[src/rtl/q_8_28_op_sequencer.sv]
// q_8_28_op_sequencer
//   Feeds operand pairs to the q_8_28 one-hot shift-add multiplier and collects
//   its results. Pairs arrive on a valid/ready source and wait in a small FIFO.
//   Each pair is issued with the multiplier's start/rdy handshake. The product
//   and its two operands are returned on a valid/ready sink. A watchdog drops a
//   job, and raises a sticky timeout, if the multiplier never finishes.
//
// Ports
//   clk, rst_b                       clock (rising edge), async active-low reset
//   in_valid/in_ready                operand source handshake
//   in_multiplicand/in_multiplier    operand pair offered by the source
//   start, multiplicand, multiplier  issue side toward the multiplier
//   rdy, product                     multiplier status (1 = idle/done) and result
//   out_valid/out_ready              result sink handshake
//   out_product/out_mcand/out_mplier captured result and its operands
//   timeout                          sticky watchdog flag
//   job_count                        results delivered, wraps
module q_8_28_op_sequencer #(
  parameter int DP_WIDTH   = 5,
  parameter int FIFO_DEPTH = 4,
  parameter int BUSY_LIMIT = 64,
  parameter int CNT_WIDTH  = 16
) (
  input  logic                    clk,
  input  logic                    rst_b,
  input  logic                    in_valid,
  output logic                    in_ready,
  input  logic [DP_WIDTH-1:0]     in_multiplicand,
  input  logic [DP_WIDTH-1:0]     in_multiplier,
  output logic                    start,
  output logic [DP_WIDTH-1:0]     multiplicand,
  output logic [DP_WIDTH-1:0]     multiplier,
  input  logic                    rdy,
  input  logic [2*DP_WIDTH-1:0]   product,
  output logic                    out_valid,
  input  logic                    out_ready,
  output logic [2*DP_WIDTH-1:0]   out_product,
  output logic [DP_WIDTH-1:0]     out_mcand,
  output logic [DP_WIDTH-1:0]     out_mplier,
  output logic                    timeout,
  output logic [CNT_WIDTH-1:0]    job_count
);

  localparam int PTR_W  = $clog2(FIFO_DEPTH);
  localparam int WD_W   = $clog2(BUSY_LIMIT + 1);
  localparam int PAIR_W = 2 * DP_WIDTH;

  localparam logic [PTR_W:0]     PTR_ONE  = (PTR_W + 1)'(1);
  localparam logic [WD_W-1:0]    WD_ONE   = WD_W'(1);
  localparam logic [WD_W-1:0]    WD_LIMIT = WD_W'(BUSY_LIMIT);
  localparam logic [CNT_WIDTH-1:0] CNT_ONE = CNT_WIDTH'(1);

  typedef enum logic [1:0] {
    IDLE      = 2'd0,
    LAUNCH    = 2'd1,
    WAIT_DONE = 2'd2,
    DELIVER   = 2'd3
  } state_t;

  state_t                state_q, state_d;
  logic [PTR_W:0]        wr_ptr_q, wr_ptr_d;
  logic [PTR_W:0]        rd_ptr_q, rd_ptr_d;
  logic [PAIR_W-1:0]     mem_q [FIFO_DEPTH];
  logic [PAIR_W-1:0]     mem_d [FIFO_DEPTH];
  logic                  has_data_q, has_data_d;
  logic [DP_WIDTH-1:0]   mcand_q, mcand_d;
  logic [DP_WIDTH-1:0]   mplier_q, mplier_d;
  logic [WD_W-1:0]       wdog_q, wdog_d;
  logic [WD_W-1:0]       wdog_inc;
  logic                  timeout_q, timeout_d;
  logic                  out_valid_q, out_valid_d;
  logic [PAIR_W-1:0]     out_product_q, out_product_d;
  logic [DP_WIDTH-1:0]   out_mcand_q, out_mcand_d;
  logic [DP_WIDTH-1:0]   out_mplier_q, out_mplier_d;
  logic [CNT_WIDTH-1:0]  job_count_q, job_count_d;

  logic                  full, empty, push, pop;
  logic [PAIR_W-1:0]     head;

  // Pointers carry one extra wrap bit so full and empty are distinguishable.
  assign full  = (wr_ptr_q[PTR_W] != rd_ptr_q[PTR_W]) &&
                 (wr_ptr_q[PTR_W-1:0] == rd_ptr_q[PTR_W-1:0]);
  assign empty = (wr_ptr_q == rd_ptr_q);
  assign head  = mem_q[rd_ptr_q[PTR_W-1:0]];

  // No bypass: a pop in the same cycle does not open a full queue.
  assign in_ready = rst_b && !full;
  assign push     = in_valid && in_ready;

  // Occupancy seen by the FSM is registered, so a fresh push launches two
  // edges later. The stale value right after a pop is harmless: IDLE is never
  // re-entered sooner than two cycles after leaving it.
  assign has_data_d = !empty;

  assign wdog_inc = wdog_q + WD_ONE;

  assign multiplicand = mcand_q;
  assign multiplier   = mplier_q;
  assign out_valid    = out_valid_q;
  assign out_product  = out_product_q;
  assign out_mcand    = out_mcand_q;
  assign out_mplier   = out_mplier_q;
  assign timeout      = timeout_q;
  assign job_count    = job_count_q;

  always_comb begin
    mem_d    = mem_q;
    wr_ptr_d = wr_ptr_q;
    rd_ptr_d = rd_ptr_q;
    if (push) begin
      mem_d[wr_ptr_q[PTR_W-1:0]] = {in_multiplicand, in_multiplier};
      wr_ptr_d = wr_ptr_q + PTR_ONE;
    end
    if (pop) begin
      rd_ptr_d = rd_ptr_q + PTR_ONE;
    end
  end

  always_comb begin
    state_d       = state_q;
    pop           = 1'b0;
    start         = 1'b0;
    mcand_d       = mcand_q;
    mplier_d      = mplier_q;
    wdog_d        = wdog_q;
    timeout_d     = timeout_q;
    out_valid_d   = out_valid_q;
    out_product_d = out_product_q;
    out_mcand_d   = out_mcand_q;
    out_mplier_d  = out_mplier_q;
    job_count_d   = job_count_q;

    case (state_q)
      IDLE: begin
        if (has_data_q && rdy) begin
          pop      = 1'b1;
          mcand_d  = head[PAIR_W-1:DP_WIDTH];
          mplier_d = head[DP_WIDTH-1:0];
          wdog_d   = '0;
          state_d  = LAUNCH;
        end
      end
      LAUNCH: begin
        start  = 1'b1;
        wdog_d = wdog_inc;
        // The watchdog takes priority: an expired job is dropped silently.
        if (wdog_inc == WD_LIMIT) begin
          timeout_d = 1'b1;
          state_d   = IDLE;
        end else if (!rdy) begin
          state_d = WAIT_DONE;
        end
      end
      WAIT_DONE: begin
        wdog_d = wdog_inc;
        if (wdog_inc == WD_LIMIT) begin
          timeout_d = 1'b1;
          state_d   = IDLE;
        end else if (rdy) begin
          out_product_d = product;
          out_mcand_d   = mcand_q;
          out_mplier_d  = mplier_q;
          out_valid_d   = 1'b1;
          state_d       = DELIVER;
        end
      end
      DELIVER: begin
        if (out_ready) begin
          out_valid_d = 1'b0;
          job_count_d = job_count_q + CNT_ONE;
          state_d     = IDLE;
        end
      end
      default: state_d = IDLE;
    endcase
  end

  always_ff @(posedge clk or negedge rst_b) begin
    if (!rst_b) begin
      wr_ptr_q   <= '0;
      rd_ptr_q   <= '0;
      has_data_q <= 1'b0;
      for (int i = 0; i < FIFO_DEPTH; i++) begin
        mem_q[i] <= '0;
      end
    end else begin
      wr_ptr_q   <= wr_ptr_d;
      rd_ptr_q   <= rd_ptr_d;
      has_data_q <= has_data_d;
      mem_q      <= mem_d;
    end
  end

  always_ff @(posedge clk or negedge rst_b) begin
    if (!rst_b) begin
      state_q       <= IDLE;
      mcand_q       <= '0;
      mplier_q      <= '0;
      wdog_q        <= '0;
      timeout_q     <= 1'b0;
      out_valid_q   <= 1'b0;
      out_product_q <= '0;
      out_mcand_q   <= '0;
      out_mplier_q  <= '0;
      job_count_q   <= '0;
    end else begin
      state_q       <= state_d;
      mcand_q       <= mcand_d;
      mplier_q      <= mplier_d;
      wdog_q        <= wdog_d;
      timeout_q     <= timeout_d;
      out_valid_q   <= out_valid_d;
      out_product_q <= out_product_d;
      out_mcand_q   <= out_mcand_d;
      out_mplier_q  <= out_mplier_d;
      job_count_q   <= job_count_d;
    end
  end

endmodule
[config.mk]
export PLATFORM = sky130hd
export DESIGN_NAME = q_8_28_op_sequencer
export DESIGN_NICKNAME = d
export VERILOG_FILES = /design/src/rtl/q_8_28_op_sequencer.sv
export SDC_FILE = /design/constraint.sdc
export NUM_CORES = 1
export LEC_CHECK = 0
export ABC_AREA = 1
export CAP_MARGIN = 0
export CORE_MARGIN = 2
export CORE_UTILIZATION = 40
export CTS_CLUSTER_SIZE = 28
export DETAILED_ROUTE_END_ITERATION = 10
export HOLD_SLACK_MARGIN = 0.02
export PLACE_DENSITY_LB_ADDON = 0.1
export SYNTH_ARGS = -nofsm -noshare
export SYNTH_HDL_FRONTEND = slang
export SYNTH_SLANG_ARGS = --single-unit
export TNS_END_PERCENT = 1
[constraint.sdc]
create_clock -name clk -period 3.3 [get_ports clk]
set_clock_uncertainty 0.2 [all_clocks]
set_input_delay 0.33 -clock clk [delete_from_list [all_inputs] [get_ports clk]]
set_output_delay 0.33 -clock clk [all_outputs]
set_load 0.005 [all_outputs]
==> results of run 1 <==
## report_power, final
part	internal, mW	leakage, nW	switching (mW)	total [mW]
clock network	0.597	0.139	0.506	1.10
logic	0.843	1.45	1.10	1.95
registers	1.77	1.32	0.306	2.08
## placed cells by master, fill, tap and decap left out, types with 6 or more instances in the layout
| master | n |
|---|---|
| nand2_1 | 176 |
| dfrtp_1 | 104 |
| o21ai_0 | 76 |
| clkdlybuf4s50_1 | 73 |
| inv_1 | 43 |
| nor2_1 | 23 |
| o21ai_1 | 22 |
| nand3_1 | 15 |
| a21oi_1 | 13 |
| nand2_2 | 12 |
| ha_1 | 12 |
| xor2_1 | 11 |
| buf_4 | 10 |
| xnor2_1 | 9 |
| clkbuf_16 | 9 |
| nor2_2 | 6 |
## worst reg2reg max path, delay by kind of cell (launching register included)
family | cells | cell delay, ns
AND/OR/NAND/NOR | 10 | 1.39
adder cells (fa/ha/maj) | 1 | 0.25
flip-flops | 1 | 0.44
buffers and inverters | 1 | 0.10
## flip-flops by register name (all words and copies together), names as in the netlist
signal	cells
mem_q	40
job_count	16
out_product	10
wdog_q	7
multiplicand	5
multiplier	5
out_mcand	5
out_mplier	5
rd_ptr_q	3
wr_ptr_q	3
state_q	2
has_data_q	1
out_valid	1
timeout	1
## final timing paths
kind | startpoint | endpoint | slack [ns] | depth (start not counted)
min in group clk | out_mcand[0]$_DFFE_PN0P_ | out_mcand[0]$_DFFE_PN0P_ | 0.28 | 2
setup reg to reg | wdog_q[0]$_DFFE_PN0P_ | out_product[9]$_DFFE_PN0P_ | 0.85 | 12
max in group asynchronous | rst_b | mem_q[2]$_DFFE_PN0P_ | 1.78 | 3
hold / removal | rst_b | wdog_q[3]$_DFFE_PN0P_ | 0.12 | 2
setup / recovery | wdog_q[0]$_DFFE_PN0P_ | out_product[9]$_DFFE_PN0P_ | 0.85 | 12
hold reg to reg | out_mcand[0]$_DFFE_PN0P_ | out_mcand[0]$_DFFE_PN0P_ | 0.28 | 2
## routing by layer
metal / vias to the layer above / GRT usage (%) / share of wire, %
met4: 0 / 5.20 / 1.1
met2: 87 / 29.8 / 49
met5: - / 0 / 0
met3: 6 / 4.39 / 4.4
li1: 1967 / - / -
met1: 1863 / 24.5 / 46
## logic make-up after synthesis
kind of cell | after synthesis | synth area share (%)
compound gates | 120 | 12.7
xor+xnor | 20 | 3.59
fa+ha+maj | 12 | 3.08
buf+inv | 69 | 6.05
flops | 104 | 53.3
simple gates | 243 | 21.2
## per-stage QoR
stage / hold slack [ns] / cells / cell area (sq um) / setup slack, ns
after floorplan: -0.166 / 568 / 4880 / 1.47
after global placement: -0.0510 / 776 / 5750 / 0.924
after detailed placement: -0.0517 / 776 / 5750 / 0.767
after CTS: 0.119 / 793 / 6070 / 0.838
after global routing: 0.121 / 793 / 6070 / 0.636
final: 0.120 / 793 / 6070 / 0.848
## area by class of cell
class	count	share of cell area (%)
sequential	104	42.9
multi-input combinational	395	32.7
clock buffer	9	3.71
clock inverter	7	1.30
timing repair buffer	84	13.4
tap	147	3.03
inverter	47	2.91
==> impl_results.rst, run 1 <==
.. list-table::
   :header-rows: 1

   * - Metric
     - Value
   * - Detailed-route wire length per cell
     - 14.2 um
   * - Warning count from the yosys run
     - 0
   * - 1st-pass router iterations
     - 4
   * - CP required
     - 3.39 ns
   * - Critical-path top delay cell
     - nor2_4
   * - Synth area leader
     - dfrtp_1
   * - Arrival time of data at the critical path endpoint
     - ~2.5 ns
   * - Overall power consumption
     - ~5.1 mW
   * - Synthesis-to-finish area growth
     - 24.3%
   * - Crit path launch type
     - register
   * - Cell family with most CP delay
     - simple AND/OR/NAND/NOR gates
   * - Number of design-rule violations left by the first detailed-router iteration
     - 243
   * - Via count of the first global-routing pass
     - 3780
   * - CTS Buf Count
     - 9
   * - Synth area leaders
     - dfrtp_1 (53%), nand2_1 (14%), o21ai_0 (7.8%)
   * - Max IR drop VDD
     - around 0.00044 V
   * - Most used standard cells in the synthesized netlist
     - nand2_1 (176), dfrtp_1 (104), o21ai_0 (76)
   * - CTS sink count
     - about 100
   * - Max cap viols
     - 0
   * - Vias after detailed routing
     - between 3k and 4k
   * - Register Area
     - 0.00260 sq mm
   * - Die ar.
     - between 0.01 and 0.015 sq mm
   * - DIE HEIGHT
     - around 110 um
   * - Combined area of all synthesized cells
     - roughly 0.005 sq mm
   * - Part of the Yosys area used for sequential elements
     - about 53%
   * - Final critical-path share of the clock period
     - between 70 and 80%
   * - Prevailing post-synth register cell
     - dfrtp_1
   * - Crit Path Max Fanout
     - 22
   * - Crit-path cells
     - ha_1, nand2_1, clkinv_1, nand2_1, nand2_1, nand2_1, nor2_2, nand2_4, nand2_4, nor2_4, nand2_1, nand2_1
   * - Crit path time final
     - between 2 and 2.5 ns
   * - Fraction of final layout cells with drive strength greater than 1
     - slightly above 8%
   * - Gate count of the mapped netlist
     - around 570
   * - Wire length of the first global-routing pass
     - ~19000 um
   * - Number of failing setup endpoints in the final timing report
     - 0
   * - GRT Resource Usage Total
     - 18.3%
   * - Drt total wl
     - around 11000 um
   * - Post-layout nets
     - a little under 700
   * - Total core area
     - between 0.01 and 0.015 sq mm
   * - # fillers
     - 1177
   * - Highest attainable clock frequency
     - 0.408 GHz
   * - Routed Antenna Nets
     - 0
   * - Setup CP Type
     - register to register
   * - Final-report hold violation count
     - 0
   * - Crit end category
     - register
   * - Final slew viol count
     - 0
   * - Syn avg cell area
     - approximately 8.6 sq um
   * - Worst stage delay on the critical path
     - 0.51 ns
   * - CTS clock-pin slew for the worst setup and hold paths
     - 0.07 ns
   * - Clock tree from TritonCTS
     - built
   * - Critical path buffers and inverters
     - 1
   * - Unrepaired setup endpoints after global routing
     - false
   * - Power density over cell area
     - approximately 850 mW/mm^2
   * - Leakage
     - just under 3 nW
   * - Io pins
     - 75
   * - Clock Latency Late Sink
     - about 0.35 ns
   * - Number of antenna violations at the first check in global routing
     - 0
   * - Placement row count
     - 40
   * - Die width
     - about 110 um
   * - Area occupied by multi-input gates
     - roughly 0.0020 sq mm
   * - Fraction of synthesized cell area taken by the top area cell type
     - a little over half
   * - CTS Root Cell
     - clkbuf_16
   * - Dpl hpwl
     - approximately 7600 um
   * - Gp weighted congestion
     - around 0.85
   * - Async set-or-reset flop fraction in the synthesized netlist
     - 100%
   * - Post-route DRC violation count
     - 0
   * - Type of the most critical hold path
     - primary input to async pin
   * - Synthesized flop and latch total
     - roughly 100
   * - Most repeated library cell on the critical path
     - nand2_1
   * - Initial cell density of the core
     - roughly two fifths
   * - Number of enable-type register cells in the synthesized netlist
     - 0
   * - Total negative setup slack
     - 0 ns
   * - Setup fix buffers added after clock tree synthesis
     - 0
   * - Post-Synthesis Net Count
     - a little over 600
   * - Number of antenna diodes
     - 0
   * - Buffer depth of the longest clock path
     - 2
   * - Worst slew margin
     - 45.7%
   * - Number of levels the H-tree was split into
     - 3
   * - Total congestion overflow
     - 0
   * - Count of hold-fix buffers inserted at cts
     - 1
   * - Post-CTS Resized
     - 0
   * - Number of distinct library cell variants in the gate-level netlist after synthesis
     - 32
   * - Largest net degree at the start of global routing
     - 64
   * - Number of buffers inserted by port buffering
     - 74
   * - Share of the core filled with cells
     - around half
   * - Run status
     - completed
   * - Slew of the pin with the lowest slew margin
     - slightly above 0.8 ns
   * - Via count normalized by instance count
     - 4.95
   * - Most used standard cell by instance count after synthesis
     - nand2_1
Note: power is estimated with default switching activity, not from simulation.
==> run 2, diff against run 1 <==
clock period = 2.2 ns   (was 3.3 ns; I/O delays follow)
==> run 2 against run 1 <==
Via count fell by 0.92%. Critical path depth fell by 6. Cell count rose by 1.5%. Largest power group unchanged. Largest cell class unchanged. Critical endpoint is now in_ready. Non-clock buffer count rose by 11. Register-to-register slack got worse by 0.69 ns. Worst hold slack got worse by 0.066 ns.
==> impl_results.rst, run 2 (synthesis gave the netlist of run 1 again) <==
.. list-table::
   :header-rows: 1

   * - Metric
     - Value
   * - Via count of the first global-routing pass
     - 3644
   * - Register-to-Register Path Depth
     - 12
   * - Overall power consumption
     - roughly 8 mW
   * - Die width
     - about 110 um
   * - Number of antenna diodes
     - 0
   * - R2R Path End
     - state_q[0]$_DFFE_PN0P_
   * - Number of buffers inserted by port buffering
     - between 70 and 80
   * - Final-report hold violation count
     - 0
   * - Commonest cells after routing, fill and taps aside
     - nand2_1 (176), dfrtp_1 (104), o21ai_0 (76)
   * - Wire length of the first global-routing pass
     - about 18000 um
   * - CTS sink count
     - 104
   * - Setup fix buffers added after clock tree synthesis
     - 0
   * - CTS Root Cell
     - clkbuf_16
   * - Arrival time of data at the critical path endpoint
     - roughly 1.7 ns
   * - Initial cell density of the core
     - around two fifths
   * - Clock Latency Late Sink
     - between 0.3 and 0.4 ns
   * - Setup CP Type
     - register to output port
   * - DIE HEIGHT
     - ~110 um
   * - Register Area
     - ~0.0026 sq mm
   * - Number of design-rule violations left by the first detailed-router iteration
     - about 230
   * - Io pins
     - 75
   * - Total core area
     - ~0.012 sq mm
   * - Via count normalized by instance count
     - 4.83
   * - Buffer depth of the longest clock path
     - 2
   * - Routed Antenna Nets
     - 0
   * - Dpl hpwl
     - 7630 um
   * - Number of levels the H-tree was split into
     - 3
   * - Area occupied by multi-input gates
     - roughly 0.0020 sq mm
   * - Reg-to-reg critical path startpoint
     - wdog_q[0]$_DFFE_PN0P_
   * - Detailed-route wire length per cell
     - roughly 14 um
   * - Die ar.
     - roughly 0.013 sq mm
   * - Total congestion overflow
     - 0
   * - Max IR drop VDD
     - 0.000751 V
   * - Max reg flops
     - 40
   * - Final critical-path share of the clock period
     - a little over nine tenths
   * - Worst slew margin
     - ~61%
   * - Minimum setup slack after placement
     - roughly 0.013 ns
   * - Post-layout nets
     - between 600 and 700
   * - Crit path launch type
     - register
   * - Drt total wl
     - around 11000 um
   * - Worst reg2reg setup slack
     - approximately 0.16 ns
   * - PnR worst setup slack
     - approximately 0.053 ns
   * - CP required
     - ~1.8 ns
   * - Fraction of final layout cells with drive strength greater than 1
     - 10.3%
   * - CTS clock-pin slew for the worst setup and hold paths
     - roughly 0.070 ns
   * - Placement row count
     - 40
   * - Power density over cell area
     - ~1300 mW/mm^2
   * - Gp weighted congestion
     - between 0.7 and 0.8
   * - Run status
     - completed
   * - Synthesis-to-finish area growth
     - 27.8%
   * - Largest net degree at the start of global routing
     - 99
   * - Max cap viols
     - 0
   * - Type of the most critical hold path
     - primary input to async pin
   * - 1st-pass router iterations
     - 4
   * - Final slew viol count
     - 0
   * - Highest attainable clock frequency
     - 0.466 GHz
   * - # fillers
     - approximately 1.1k
   * - CTS Buf Count
     - 9
   * - Crit end category
     - output port
   * - GRT Resource Usage Total
     - a little under a fifth
   * - Vias after detailed routing
     - ~3.9k
   * - Number of antenna violations at the first check in global routing
     - 0
   * - Post-route DRC violation count
     - 0
   * - Number of failing setup endpoints in the final timing report
     - 0
   * - Most frequent standard cell in the layout excluding fill and tap cells
     - nand2_1
   * - Register ranked first by flip-flop count
     - mem_q
   * - Unrepaired setup endpoints after global routing
     - true
   * - Crit Path Max Fanout
     - 4
   * - Leakage
     - between 2 and 3 nW
   * - Clock tree from TritonCTS
     - built
   * - Crit path time final
     - between 2 and 2.5 ns
   * - Slew of the pin with the lowest slew margin
     - around 0.6 ns
==> run 2: cell count changes in the layout (fill, tap and decap cells not counted) <==
cell	change
buf_8	+1
clkinvlp_4	-2
nor2_2	+2
clkbuf_8	+2
nor2_1	-2
bufinv_16	+2
buf_12	+1
inv_2	+1
inv_1	-1
clkinv_2	+1
buf_4	+9
inv_6	-3
nor2_4	+1
==> run 2: report_power, final <==
group | internal [mW] | total [mW] | leakage, nW | switching, mW
Combinational | 1.37 | 3.08 | 1.51 | 1.71
Clock | 1.17 | 1.87 | 0.172 | 0.697
Sequential | 2.66 | 3.08 | 1.32 | 0.426
==> run 2: area by class of cell <==
| cell class | count | share of cell area (%) |
|---|---|---|
| clock inverters | 5 | 1.65 |
| multi-input cells | 396 | 32.1 |
| repair buffers | 95 | 14.7 |
| flip-flops and latches | 104 | 41.7 |
| clock buffers | 11 | 4.05 |
| well taps | 147 | 2.95 |
| inverters | 47 | 2.83 |
==> run 2: per-layer routing <==
metal  vias to the layer above  part of all wire, %  GRT usage (%)
met2                        56                   49           29.4
met5                         -                    0              0
li1                       1991                    -              -
met1                      1831                   47           24.0
met4                         0                  1.0           4.80
met3                         9                  3.7           5.29
==> run 2: worst max path at each step <==
stage | from | to | slack, ns | depth (start not counted)
after floorplan | wdog_q[0]$_DFFE_PN0P_ | out_mcand[0]$_DFFE_PN0P_ | 0.37 | 12
after global placement | out_ready | job_count[12]$_DFFE_PN0P_ | 0.1 | 10
after detailed placement | wdog_q[0]$_DFFE_PN0P_ | out_mcand[4]$_DFFE_PN0P_ | 0.01 | 12
after CTS | wdog_q[0]$_DFFE_PN0P_ | out_mcand[4]$_DFFE_PN0P_ | -0.005 | 12
after global routing | wr_ptr_q[0]$_DFFE_PN0P_ | in_ready | -0.05 | 6
final | wr_ptr_q[0]$_DFFE_PN0P_ | in_ready | 0.05 | 6
==> run 2: timing repair <==
action                                  in CTS  in global routing
pin swaps                                    0                  1
endpoints found under the setup margin       2                 30
resized for setup                            1                  5
hold buffers                                 1                  0
gates cloned                                 0                  1
endpoints found under the hold margin      104                  0
==> run 2: per-stage QoR <==
step / TNS, ns / instances / hold slack [ns] / util, % / area [sq um]
global route: -0.0492 / 805 / 0.0535 / 52.1 / 6240
global placement: 0 / 787 / -0.130 / 48.9 / 5850
floorplan: 0 / 568 / -0.276 / - / 4880
finish: 0 / 805 / 0.0542 / 52.1 / 6240
CTS: -0.00486 / 804 / 0.0535 / 51.9 / 6210
detailed placement: 0 / 787 / -0.130 / 48.9 / 5850
==> run 2: worst max-delay path, cell delays in order, from the launching register on <==
cell             delay (ns)
dfrtp_1                0.43
xor2_1                 0.17
a21oi_2                0.15
nand2_2                0.10
nand2_1                0.07
inv_1                  0.03
clkdlybuf4s50_1        0.43
==> run 3, diff against run 2 <==
CORE_MARGIN = 4   (was 2)
CORE_UTILIZATION = 49   (was 40)
==> run 3 against run 2 <==
Non-clock buffer count stayed put. Worst setup slack better by 0.0025 ns. Sequential power hardly changed. First-iteration DRC count is 21% lower. Critical path type unchanged. Highest routed layer unchanged.
==> impl_results.rst, run 3 (synthesis gave the netlist of run 1 again) <==
.. list-table::
   :header-rows: 1

   * - Metric
     - Value
   * - Total congestion overflow
     - 0
   * - Buffer depth of the longest clock path
     - 2
   * - Unrepaired setup endpoints after global routing
     - true
   * - Via count of the first global-routing pass
     - about 3.8k
   * - Leakage
     - a little under 3 nW
   * - Clock tree from TritonCTS
     - built
   * - Arrival time of data at the critical path endpoint
     - ~1.7 ns
   * - Wire length of the first global-routing pass
     - ~18000 um
   * - Most frequent standard cell in the layout excluding fill and tap cells
     - nand2_1
   * - Crit-path cells
     - inv_2, nand2_1, a21oi_2, nand2_2, nand2_1, inv_1, clkdlybuf4s50_1
   * - Die width
     - between 100 and 150 um
   * - Max IR drop VDD
     - approximately 0.00049 V
   * - Worst slew margin
     - slightly above 60%
   * - Number of buffers inserted by port buffering
     - 74
   * - Max cap viols
     - 0
   * - Post-layout nets
     - about 690
   * - Initial cell density of the core
     - approximately half
   * - Io pins
     - 75
   * - Most repeated library cell on the critical path
     - nand2_1
   * - Total core area
     - just under 0.01 sq mm
   * - Final-report hold violation count
     - 0
   * - Drt total wl
     - 10900 um
   * - Die ar.
     - approximately 0.012 sq mm
   * - Detailed-route wire length per cell
     - ~14 um
   * - Power density over cell area
     - 1200 mW/mm^2
   * - Fraction of final layout cells with drive strength greater than 1
     - between 10% and 20%
   * - Routed Antenna Nets
     - 0
   * - CTS sink count
     - 104
   * - R2R Path End
     - out_product[4]$_DFFE_PN0P_
   * - Clock Latency Late Sink
     - 0.37 ns
   * - Worst reg2reg setup slack
     - ~0.055 ns
   * - Placement row count
     - 36
   * - CTS clock-pin slew for the worst setup and hold paths
     - 0.10 ns
   * - DIE HEIGHT
     - 108 um
   * - Vias after detailed routing
     - 3948
   * - Reg-to-reg critical path startpoint
     - wdog_q[0]$_DFFE_PN0P_
   * - Total negative setup slack
     - 0 ns
   * - Number of antenna violations at the first check in global routing
     - 0
   * - Highest attainable clock frequency
     - approximately 0.47 GHz
   * - Commonest cells after routing, fill and taps aside
     - nand2_1 (176), dfrtp_1 (103), o21ai_0 (76)
   * - Number of antenna diodes
     - 0
   * - Via count normalized by instance count
     - roughly 5
   * - Number of levels the H-tree was split into
     - 3
   * - Crit path launch type
     - register
   * - Post-route DRC violation count
     - 0
   * - Final critical-path share of the clock period
     - a little under 100%
   * - GRT Resource Usage Total
     - about a fifth
   * - Synthesis-to-finish area growth
     - 23.3%
   * - Slew of the pin with the lowest slew margin
     - about 0.59 ns
   * - Worst stage delay on the critical path
     - 0.43 ns
   * - 1st-pass router iterations
     - 4
   * - CP required
     - 1.78 ns
   * - Crit Path Max Fanout
     - 4
   * - Critical-path top delay cell
     - clkdlybuf4s50_1
   * - Max reg flops
     - 40
   * - Dpl hpwl
     - 7550 um
   * - Register ranked first by flip-flop count
     - mem_q
   * - Setup CP Type
     - register to output port
   * - Gp weighted congestion
     - 0.849
   * - Crit path time final
     - ~2.1 ns
   * - Type of the most critical hold path
     - primary input to async pin
   * - Run status
     - completed
   * - Register-to-Register Path Depth
     - 12
   * - CTS Buf Count
     - 9
   * - Number of design-rule violations left by the first detailed-router iteration
     - ~180
   * - CTS Root Cell
     - clkbuf_8
   * - Share of the core filled with cells
     - approximately three fifths
   * - Final slew viol count
     - 0
   * - Largest net degree at the start of global routing
     - between 90 and 100
   * - Crit end category
     - output port
   * - Number of failing setup endpoints in the final timing report
     - 0
   * - Worst hold slack
     - 0.0456 ns
==> run 3: layout make-up <==
class                   instances  area, sq um
fillers                       864         3710
repair buffers                 95          911
flip-flops and latches        104         2600
clock inverters                 5         42.5
well taps                     133          166
clock buffers                  11          131
inverters                      47          176
multi-input cells             395         1990
==> run 3: power by group <==
group / leakage, nW / internal [mW] / switching (mW)
combinational: 1.50 / 1.37 / 1.71
clock: 0.0841 / 0.424 / 0.668
sequential: 1.32 / 2.66 / 0.422
==> run 3: stage by stage <==
step | std cells | power (mW) | area, sq um | setup WS, ns
2_1_floorplan | 568 | 4.81 | 4880 | 0.370
3_3_place_gp | 770 | 6.08 | 5810 | 0.0988
3_5_place_dp | 770 | 6.17 | 5810 | 0.0155
4_1_cts | 790 | 7.32 | 6010 | -0.000953
5_1_grt | 790 | 7.89 | 6020 | -0.152
6_report | 790 | 7.25 | 6020 | 0.0553
==> run 3: critical path: cells and delay by family, from the launching register on <==
kind | cells | cell delay (ns)
buffers and inverters | 3 | 0.56
AOI/OAI and AO/OA | 1 | 0.15
and+or+nand+nor | 3 | 0.24
DFF | 1 | 0.41
==> run 3: worst max-delay path by stage <==
stage                                  from                         end
finish              wr_ptr_q[1]$_DFFE_PN0P_                    in_ready
global route          wdog_q[1]$_DFFE_PN0P_  out_product[4]$_DFFE_PN0P_
CTS                   wdog_q[0]$_DFFE_PN0P_  out_product[4]$_DFFE_PN0P_
detailed placement    wdog_q[0]$_DFFE_PN0P_  out_product[4]$_DFFE_PN0P_
global placement                  out_ready   job_count[14]$_DFFE_PN0P_
floorplan             wdog_q[0]$_DFFE_PN0P_    out_mcand[0]$_DFFE_PN0P_
==> run 3: per-layer routing <==
layer	vias up	share of wire, %	global-route usage, %
met5	-	0	0
met4	0	1.3	7.03
met3	11	6.0	2.70
met2	110	49	32.2
met1	1842	44	27.5
li1	1985	-	-
==> run 3: repair_timing <==
item | CTS | global route
hold endpoints to repair | 104 | 0
resized for setup | 2 | 2
hold buffers | 1 | 0
buffers inserted | 3 | 0
setup endpoints to repair | 2 | 25
